### src/rtl/alu_pkg.sv
// Shared definitions for the ALU issue controller: state encoding,
// unit-select codes and the default timeout.
package alu_pkg;

  typedef enum logic [1:0] {
    ST_IDLE  = 2'b00,
    ST_ISSUE = 2'b01,
    ST_WAIT  = 2'b10,
    ST_HOLD  = 2'b11
  } alu_state_t;

  localparam logic [1:0] UNIT_ARITH = 2'b00;
  localparam logic [1:0] UNIT_LOGIC = 2'b01;
  localparam logic [1:0] UNIT_CMP   = 2'b10;
  localparam logic [1:0] UNIT_SHIFT = 2'b11;

  localparam int unsigned DEFAULT_TIMEOUT = 7;

  // One-hot enable vector ordered {arith, logic, cmp, shift}
  function automatic logic [3:0] unit_onehot(input logic [1:0] sel);
    logic [3:0] oh;
    oh = '0;
    case (sel)
      UNIT_ARITH: oh = 4'b1000;
      UNIT_LOGIC: oh = 4'b0100;
      UNIT_CMP:   oh = 4'b0010;
      UNIT_SHIFT: oh = 4'b0001;
      default:    oh = '0;
    endcase
    return oh;
  endfunction

endpackage

### src/rtl/alu_timeout_cnt.sv
// WAIT-cycle counter: counts enabled cycles after a clear and flags the
// cycle in which the count reaches TIMEOUT.
module alu_timeout_cnt
  import alu_pkg::*;
#(
  parameter int unsigned TIMEOUT = DEFAULT_TIMEOUT
) (
  input  logic CLK,
  input  logic RST,
  input  logic clr,
  input  logic en,
  output logic expired
);

  localparam logic [3:0] LAST = 4'(TIMEOUT - 1);

  logic [3:0] cnt;

  // Count enabled cycles; clear dominates enable
  always_ff @(posedge CLK) begin
    if (RST || clr) begin
      cnt <= '0;
    end else if (en) begin
      cnt <= cnt + 4'd1;
    end
  end

  // Expires on the enabled cycle that brings the count up to TIMEOUT
  always_comb begin
    expired = en && (cnt == LAST);
  end

endmodule

### src/rtl/alu_issue_ctrl.sv
// ALU issue controller: accepts a command, pulses one unit enable, waits
// for the unit flag (or a timeout) and holds the result until consumed.
module alu_issue_ctrl
  import alu_pkg::*;
#(
  parameter int unsigned WIDTH   = 16,
  parameter int unsigned TIMEOUT = DEFAULT_TIMEOUT
) (
  input  logic                    CLK,
  input  logic                    RST,
  input  logic                    Cmd_Valid,
  output logic                    Cmd_Ready,
  input  logic [3:0]              Cmd_Fun,
  input  logic signed [WIDTH-1:0] Cmd_A,
  input  logic signed [WIDTH-1:0] Cmd_B,
  output logic signed [WIDTH-1:0] A,
  output logic signed [WIDTH-1:0] B,
  output logic [1:0]              ALU_FUN,
  output logic                    Arith_Enable,
  output logic                    Logic_Enable,
  output logic                    CMP_Enable,
  output logic                    Shift_Enable,
  input  logic [WIDTH-1:0]        Unit_OUT,
  input  logic                    Unit_Flag,
  output logic                    Res_Valid,
  input  logic                    Res_Ready,
  output logic [WIDTH-1:0]        Res_Data,
  output logic                    Res_Err,
  output logic                    Busy
);

  alu_state_t state;
  logic [3:0] en_q;
  logic       cnt_clr;
  logic       cnt_en;
  logic       expired;

  assign {Arith_Enable, Logic_Enable, CMP_Enable, Shift_Enable} = en_q;

  // Counter runs only across WAIT cycles that see no unit flag
  always_comb begin
    cnt_clr = (state != ST_WAIT);
    cnt_en  = (state == ST_WAIT) && !Unit_Flag;
  end

  alu_timeout_cnt #(
    .TIMEOUT(TIMEOUT)
  ) u_timeout_cnt (
    .CLK    (CLK),
    .RST    (RST),
    .clr    (cnt_clr),
    .en     (cnt_en),
    .expired(expired)
  );

  // Controller FSM with all outputs registered
  always_ff @(posedge CLK) begin
    if (RST) begin
      state     <= ST_IDLE;
      Cmd_Ready <= 1'b0;
      A         <= '0;
      B         <= '0;
      ALU_FUN   <= '0;
      en_q      <= '0;
      Res_Valid <= 1'b0;
      Res_Data  <= '0;
      Res_Err   <= 1'b0;
      Busy      <= 1'b0;
    end else begin
      case (state)
        ST_IDLE: begin
          // Ready rises one cycle after reset or a completed handshake
          Cmd_Ready <= 1'b1;
          if (Cmd_Ready && Cmd_Valid) begin
            state     <= ST_ISSUE;
            Cmd_Ready <= 1'b0;
            Busy      <= 1'b1;
            A         <= Cmd_A;
            B         <= Cmd_B;
            ALU_FUN   <= Cmd_Fun[1:0];
            en_q      <= unit_onehot(Cmd_Fun[3:2]);
          end
        end
        ST_ISSUE: begin
          en_q  <= '0;
          state <= ST_WAIT;
        end
        ST_WAIT: begin
          if (Unit_Flag) begin
            Res_Data  <= Unit_OUT;
            Res_Err   <= 1'b0;
            Res_Valid <= 1'b1;
            A         <= '0;
            B         <= '0;
            ALU_FUN   <= '0;
            state     <= ST_HOLD;
          end else if (expired) begin
            Res_Data  <= '0;
            Res_Err   <= 1'b1;
            Res_Valid <= 1'b1;
            A         <= '0;
            B         <= '0;
            ALU_FUN   <= '0;
            state     <= ST_HOLD;
          end
        end
        ST_HOLD: begin
          if (Res_Ready) begin
            Res_Valid <= 1'b0;
            Busy      <= 1'b0;
            Cmd_Ready <= 1'b1;
            state     <= ST_IDLE;
          end
        end
        default: begin
          state <= ST_IDLE;
        end
      endcase
    end
  end

endmodule
### config.mk
export PLATFORM = sky130hd
export DESIGN_NAME = alu_issue_ctrl
export DESIGN_NICKNAME = d
export VERILOG_FILES = /design/src/rtl/alu_pkg.sv /design/src/rtl/alu_timeout_cnt.sv /design/src/rtl/alu_issue_ctrl.sv
export SDC_FILE = /design/constraint.sdc
export NUM_CORES = 1
export LEC_CHECK = 0
export BUFFER_PORTS_ARGS = -buffer_cell sky130_fd_sc_hd__buf_4
export CORE_ASPECT_RATIO = 0.75
export CORE_MARGIN = 2
export CORE_UTILIZATION = 40
export CTS_BUF_LIST = sky130_fd_sc_hd__clkbuf_4 sky130_fd_sc_hd__clkbuf_8
export DETAILED_ROUTE_END_ITERATION = 12
export GPL_TIMING_DRIVEN = 0
export PLACE_DENSITY = 0.75
export SLEW_MARGIN = 5
export SYNTH_ARGS = -nofsm -noshare
export SYNTH_HDL_FRONTEND = slang
export SYNTH_SLANG_ARGS = --single-unit
### constraint.sdc
create_clock -name CLK -period 1.8 [get_ports CLK]
set_input_delay 0.36 -clock CLK [delete_from_list [all_inputs] [get_ports CLK]]
set_output_delay 0.36 -clock CLK [all_outputs]
set_load 0.005 [all_outputs]
# == Yosys cells after proc, flatten, opt, wreduce, memory -nomap -nowiden ==
# Index checks and enable logic that the tools add are counted.
# totals
ff_bits,64
latchBits,0
ramBits,0
romBits,0
inputBits,57
output_inout_bits,58
mem_count,0
# classes
add_sub_neg,1
mul,0
div_mod_pow,0
n_lt_le_gt_ge,0
n_eq_ne,11
shift,0
n_mux,29
bitwise,0
n_reduce_logical,19
# ops
op,count
16-bit two-way mux,5
16-bit case mux with 2 select lines,2
4-bit case mux with 4 select lines,1
2-bit two-way mux,7
3-bit AND reduction,4
2-bit nonzero test,5
"2-bit equality test, second input constant",4
2-bit case mux with 4 select lines,1
4-bit case mux with 2 select lines,1
1-bit two-way mux,7
"2-bit inequality test, second input constant",3
1-bit case mux with 2 select lines,3
2-bit AND reduction,3
"4-bit by 1-bit adder with 4-bit output, second input constant",1
"2-bit by 1-bit equality test with 1-bit output, second input constant",2
"4-bit by 3-bit equality test with 1-bit output, second input constant",1
2-bit logical NOT,2
4-bit two-way mux,1
2-bit case mux with 2 select lines,1
1-bit logical AND,3
"3-bit inequality test, second input constant",1
1-bit logical NOT,1
1-bit logical OR,1

# == Longest topological paths before layout ==
# logic_depth
ltp_word,6
ltp_mapped,8
ltp_nobuf,5

# == By module ==
# From an unflattened synthesis, not the netlist that was laid out.
# unflattened
hier_cells,337
area_unflattened_um2,3024.2
# by_module_without_submodules
mod,n_inst,cells_per_inst,area_each_um2
alu_issue_ctrl,1,318,2822.7
alu_timeout_cnt,1,19,201.4

# == Worst setup path after synthesis ==
# OpenSTA, ideal clock, no wires.
# synth_timing
path_kind,reg2reg
start,reg state[0]
end,reg ALU_FUN[0]
setup_time_ps,72
arrival_time_ps,1556
required_time_ps,1728
slack_ps,172
stages_incl_launch_ff,9
synth_period_minus_slack_ps,1628
cell_sequence,dfxtp_1 inv_1 ha_1 buf_6 nor2b_4 a211oi_2 buf_6 buf_12 mux2i_1
# synth_between
elab_chain_cells,5
# synth_lines
element,line_no,source
start: declaration,alu_issue_ctrl.sv:32,alu_state_t state;
start signal: assignment,alu_issue_ctrl.sv:59,state <= ST_IDLE;
start signal: assignment,alu_issue_ctrl.sv:75,state <= ST_ISSUE;
start signal: assignment,alu_issue_ctrl.sv:86,state <= ST_WAIT;
2-bit equality test,"alu_issue_ctrl.sv:43, alu_issue_ctrl.sv:70",
1-bit logical AND,alu_issue_ctrl.sv:43,cnt_en = (state == ST_WAIT) && !Unit_Flag;
1-bit logical AND,alu_timeout_cnt.sv:30,expired = en && (cnt == LAST);
3-bit inequality test (no source line),n/a,
3-bit AND reduction (no source line),n/a,
end signal: assignment,alu_issue_ctrl.sv:80,ALU_FUN <= Cmd_Fun[1:0];
end: declaration,alu_issue_ctrl.sv:18,"output logic [1:0] ALU_FUN,"
# Parallel ways exist; a longest one is shown, timed or not.
# A chain may end at the register's enable or synchronous reset.

# == Final worst setup path ==
# layout_timing
start,reg state[0]
end,reg B[4]
# layout_between
elab_chain_cells,5
# layout_lines
element,line_no,source
2-bit equality test,"alu_issue_ctrl.sv:43, alu_issue_ctrl.sv:70",
1-bit logical AND,alu_issue_ctrl.sv:43,
1-bit logical AND,alu_timeout_cnt.sv:30,
3-bit inequality test (no source line),n/a,
3-bit AND reduction (no source line),n/a,
end signal: assignment,alu_issue_ctrl.sv:79,B <= Cmd_B;
end: declaration,alu_issue_ctrl.sv:17,"output logic signed [WIDTH-1:0] B,"
# Parallel ways exist; a longest one is shown, timed or not.

==> results.md <==
- Run status: completed
- Number of nets with antenna violations after detailed routing: 0
- Clock latency of the later-clocked register in the worst-skew pair: approximately 330 ps
- Total design power: approximately 5.9 mW
- Worst-path cell with the longest stage delay: dfxtp_2
- Slew of the pin with the lowest slew margin: ~440 ps
- Combined buffer and inverter count along the critical path: 4
- VDD IR max: roughly 0.6 mV
- Fraction of the mapped netlist area in adder cells: roughly 2.8%
- Number of buffers inserted for hold repair after clock tree synthesis: 0
- Standard-cell rows: 25
- GPL Wtd Cong: between 0.7 and 0.8
- Total CTS buffers: 9
- Avg Synthesized Cell Area: ~10 sq um
- Share of the cycle needed by the critical path after routing: approximately 95%
- CP endpoint kind: flip-flop
- Post-Synthesis Cells: 268
- Power per standard cell area: 1527 nW/um^2
- Dominant cell type by count on the critical path: buf_6
- Largest fanout on the critical path: 10
- Count of final hold-check violations: 0
- Required time at the worst-slack endpoint: a little over 2000 ps
- Cell internal pwr: 4.009 mW
- Worst path max stage delay: 350 ps
- Non-Filler Instances: 483
- CP startpoint kind: flip-flop
- Remaining global-route overflow: 0
- Power share of the combinational group: between 40% and 50%
- WS Path Type: flip-flop to flip-flop
- Bufs on Longest Clock Path: 2
- Cell total after placement: ~460
- Width of the die: between 90 and 100 um
- Number of synthesized flops with an enable pin: 0
- Static Leakage: between 1.5 and 2 nW
- Largest net degree at the start of global routing: 12
- Proportion of synthesized flip-flops having asynchronous set or reset: 0%
- Total wirelength of the detailed-routed design: 6584 um
- Initial antenna violation count: 0
- Starting density of the core: a little over two fifths
- H-Tree Depth: 3
- Xor-xnor portion of the synthesized cell area: less than 1%
- Number of detailed-route iterations in the first pass: 4
- Share of synthesized cell area in and, or, nand and nor gates: ~17%
- Final Setup Violations: 0
- Top achievable clock speed: just under 600 MHz
- Die outline area: 7325 sq um
- Proportion of layout cells with a drive suffix above 1: between 30% and 40%
- Compound-cell area share of the yosys netlist: a little over a tenth
- # port buffers: 113
- Cell family with most CP delay: buffers and inverters
- Largest family of logic cells by synthesized area: simple AND/OR/NAND/NOR gates
- Post-detailed-route wirelength per cell: 13.63 um
- Net count, final: 460
- Net Sw Frac: a little under a third
- DR vias/cell: between 4 and 5
- Max_slew headroom: slightly above 70%
- Type of the most critical hold path: primary input to flip-flop
- Final count of pins violating max slew: 0
- Share of total power in sequential cells: a little over a third
- Die span in y: roughly 75 um
- First-pass GRT wire length: about 10000 um
- Setup Skew: around 2.5 ps
- Number of synthesis warnings: 0
- Max capacitance violation total: 0
- Ports: roughly 120
- Count of distinct cell types in the synthesized netlist: 40
- Total nets after synthesis: 331
- Prevailing post-synth register cell: dfxtp_1
- Clock sink count: 64
- Shortest clock period the worst path allows after layout: ~1700 ps
- Arrival @ worst endpoint: roughly 2000 ps
- Setup slack after layout: ~88 ps
- All-layer global routing usage: between 15 and 20%
- Area of the placeable core: around 6400 sq um
- Clock tree from TritonCTS: built
- Proportion of power drawn by the clock network: 20.4%
- Layout-stage area growth over the synthesis result: 44.59%
- Mapped Area: ~2700 sq um
- Setup Slack @ Placement: -24.26 ps
- Initial detailed-routing violation count: 48
- Utilization after layout: about 60%
- Diodes inserted: 0
- Total number of vias: about 2300
- Worst hold slack: between 200 and 250 ps
- Number of global-route vias before repair: approximately 2200
- Flip-flop and latch count after synthesis: 64
- Final HPWL DP: between 4000 and 5000 um
- Portion of the post-synthesis area used by sequential elements: approximately half
- Clock Root Buffer: clkbuf_8
- Sw power: ~1.9 mW
- DRC violation count after routing: 0
- Portion of netlist area occupied by mux cells: between 10% and 20%
- RSZ-0062 raised after global routing: false
- Clock-pin slew reported for the worst setup and hold paths after clock tree synthesis: about 70 ps
- Sequence of cells on the critical path: inv_1 > ha_1 > buf_6 > nor2b_4 > a211oi_2 > buf_6 > buf_12 > mux2i_1
==> worst register-to-register path, stage by stage, from the launching register on <==
cell,delay (ps)
dfxtp_2,350
inv_1,60
ha_1,200
buf_6,140
nor2b_4,130
a211oi_2,230
buf_6,190
buf_12,150
mux2i_1,200
==> metrics by stage <==
| step | cell area, sq um | setup TNS, ps |
|---|---|---|
| floorplan | 2660 | 0 |
| global placement | 3610 | 0 |
| detailed placement | 3610 | -29.82 |
| CTS | 3820 | 0 |
| global route | 3846 | 0 |
| finish | 3846 | 0 |
==> power groups by stage <==
stage	sequential, mW	combinational (mW)	clock [mW]
CTS	2.08	2.55	1.24
finish	2.08	2.60	1.20
global route	2.13	2.81	1.30
detailed placement	2.11	2.48	0
floorplan	2.11	1.52	0
global placement	2.08	2.44	0
==> cell usage in the layout, fill, tap and decap left out, types with 2 or more instances in the layout <==
master,netlist,final
buf_6,2,2
nand2_1,72,72
clkbuf_8,0,9
mux2i_1,35,35
clkbuf_2,0,3
nand3_1,5,5
a211oi_1,2,2
buf_4,4,122
or4b_1,2,2
a21oi_1,7,7
and3_1,2,2
dfxtp_1,64,63
nor2b_1,2,2
clkbuf_1,6,3
buf_2,4,4
nand4b_1,2,2
clkinv_2,0,3
buf_12,3,3
inv_1,5,5
nor2_1,7,7
ha_1,6,5
a32o_1,16,16
xor2_1,2,2
clkinvlp_4,0,2
==> kinds of logic after synthesis <==
family,after synthesis
flip-flops,64
AO/OA/AOI/OAI,34
adder cells (fa/ha/maj),6
multiplexers,36
AND/OR/NAND/NOR,101
buffers and inverters,24
XOR/XNOR,3
==> cell type report <==
type | count | area, sq um
clock inverter | 6 | 60.06
fill | 573 | 2535
multi-input combinational | 180 | 1207
timing repair buffer | 118 | 885.9
buffer | 19 | 158.9
sequential | 64 | 1282
clock buffer | 10 | 131.4
inverter | 5 | 18.77
tap | 81 | 101.3
==> cell usage after synthesis (2+ instances only) <==
master	number	area share [%]
and3_1	2	0.47
ha_1	6	2.8
xor2_1	2	0.66
inv_1	5	0.71
nand4b_1	2	0.66
or4b_1	2	0.75
buf_4	4	1.1
dfxtp_1	64	48
nand2_1	72	10
mux2i_1	35	13
clkbuf_1	6	0.85
nor2b_1	2	0.47
buf_6	2	0.85
a21oi_1	7	1.3
buf_2	4	0.75
nor2_1	7	0.99
buf_12	3	2.3
a211oi_1	2	0.56
a32o_1	16	6.0
nand3_1	5	0.94
==> sequential cells by signal, indices dropped and copies added, names as in the netlist <==
name,cells
A,16
en_q,4
ALU_FUN,2
Res_Valid,1
Res_Data,16
u_timeout_cnt.cnt,4
B,16
Cmd_Ready,1
state,2
Busy,1
Res_Err,1
==> final timing paths <==
check                                            from  slack, ps                        to  cells past startpoint
worst max-delay path            state[0]$_SDFFE_PP0P_         90         B[4]$_SDFFE_PP0P_                      8
worst min-delay path                      Unit_OUT[4]        230  Res_Data[4]$_SDFFE_PP0P_                      2
worst max register to register  state[0]$_SDFFE_PP0P_         90         B[4]$_SDFFE_PP0P_                      8
worst min register to register      A[7]$_SDFFE_PP0P_        460         A[7]$_SDFFE_PP0P_                      2
==> what timing repair did <==
item	CTS	global route
buffers inserted	2	3
pin swaps	0	1
resized for setup	3	3
endpoints found under the setup margin	13	28
==> metal layers <==
layer	part of all wire (%)	vias to the layer above	track usage (%)
li1	-	1184	-
met1	46	1078	22.22
met2	46	78	28.84
met3	8.0	5	6.871
met4	0.41	0	5.936
met5	0	-	0
Note: power is estimated with default switching activity, not from simulation.
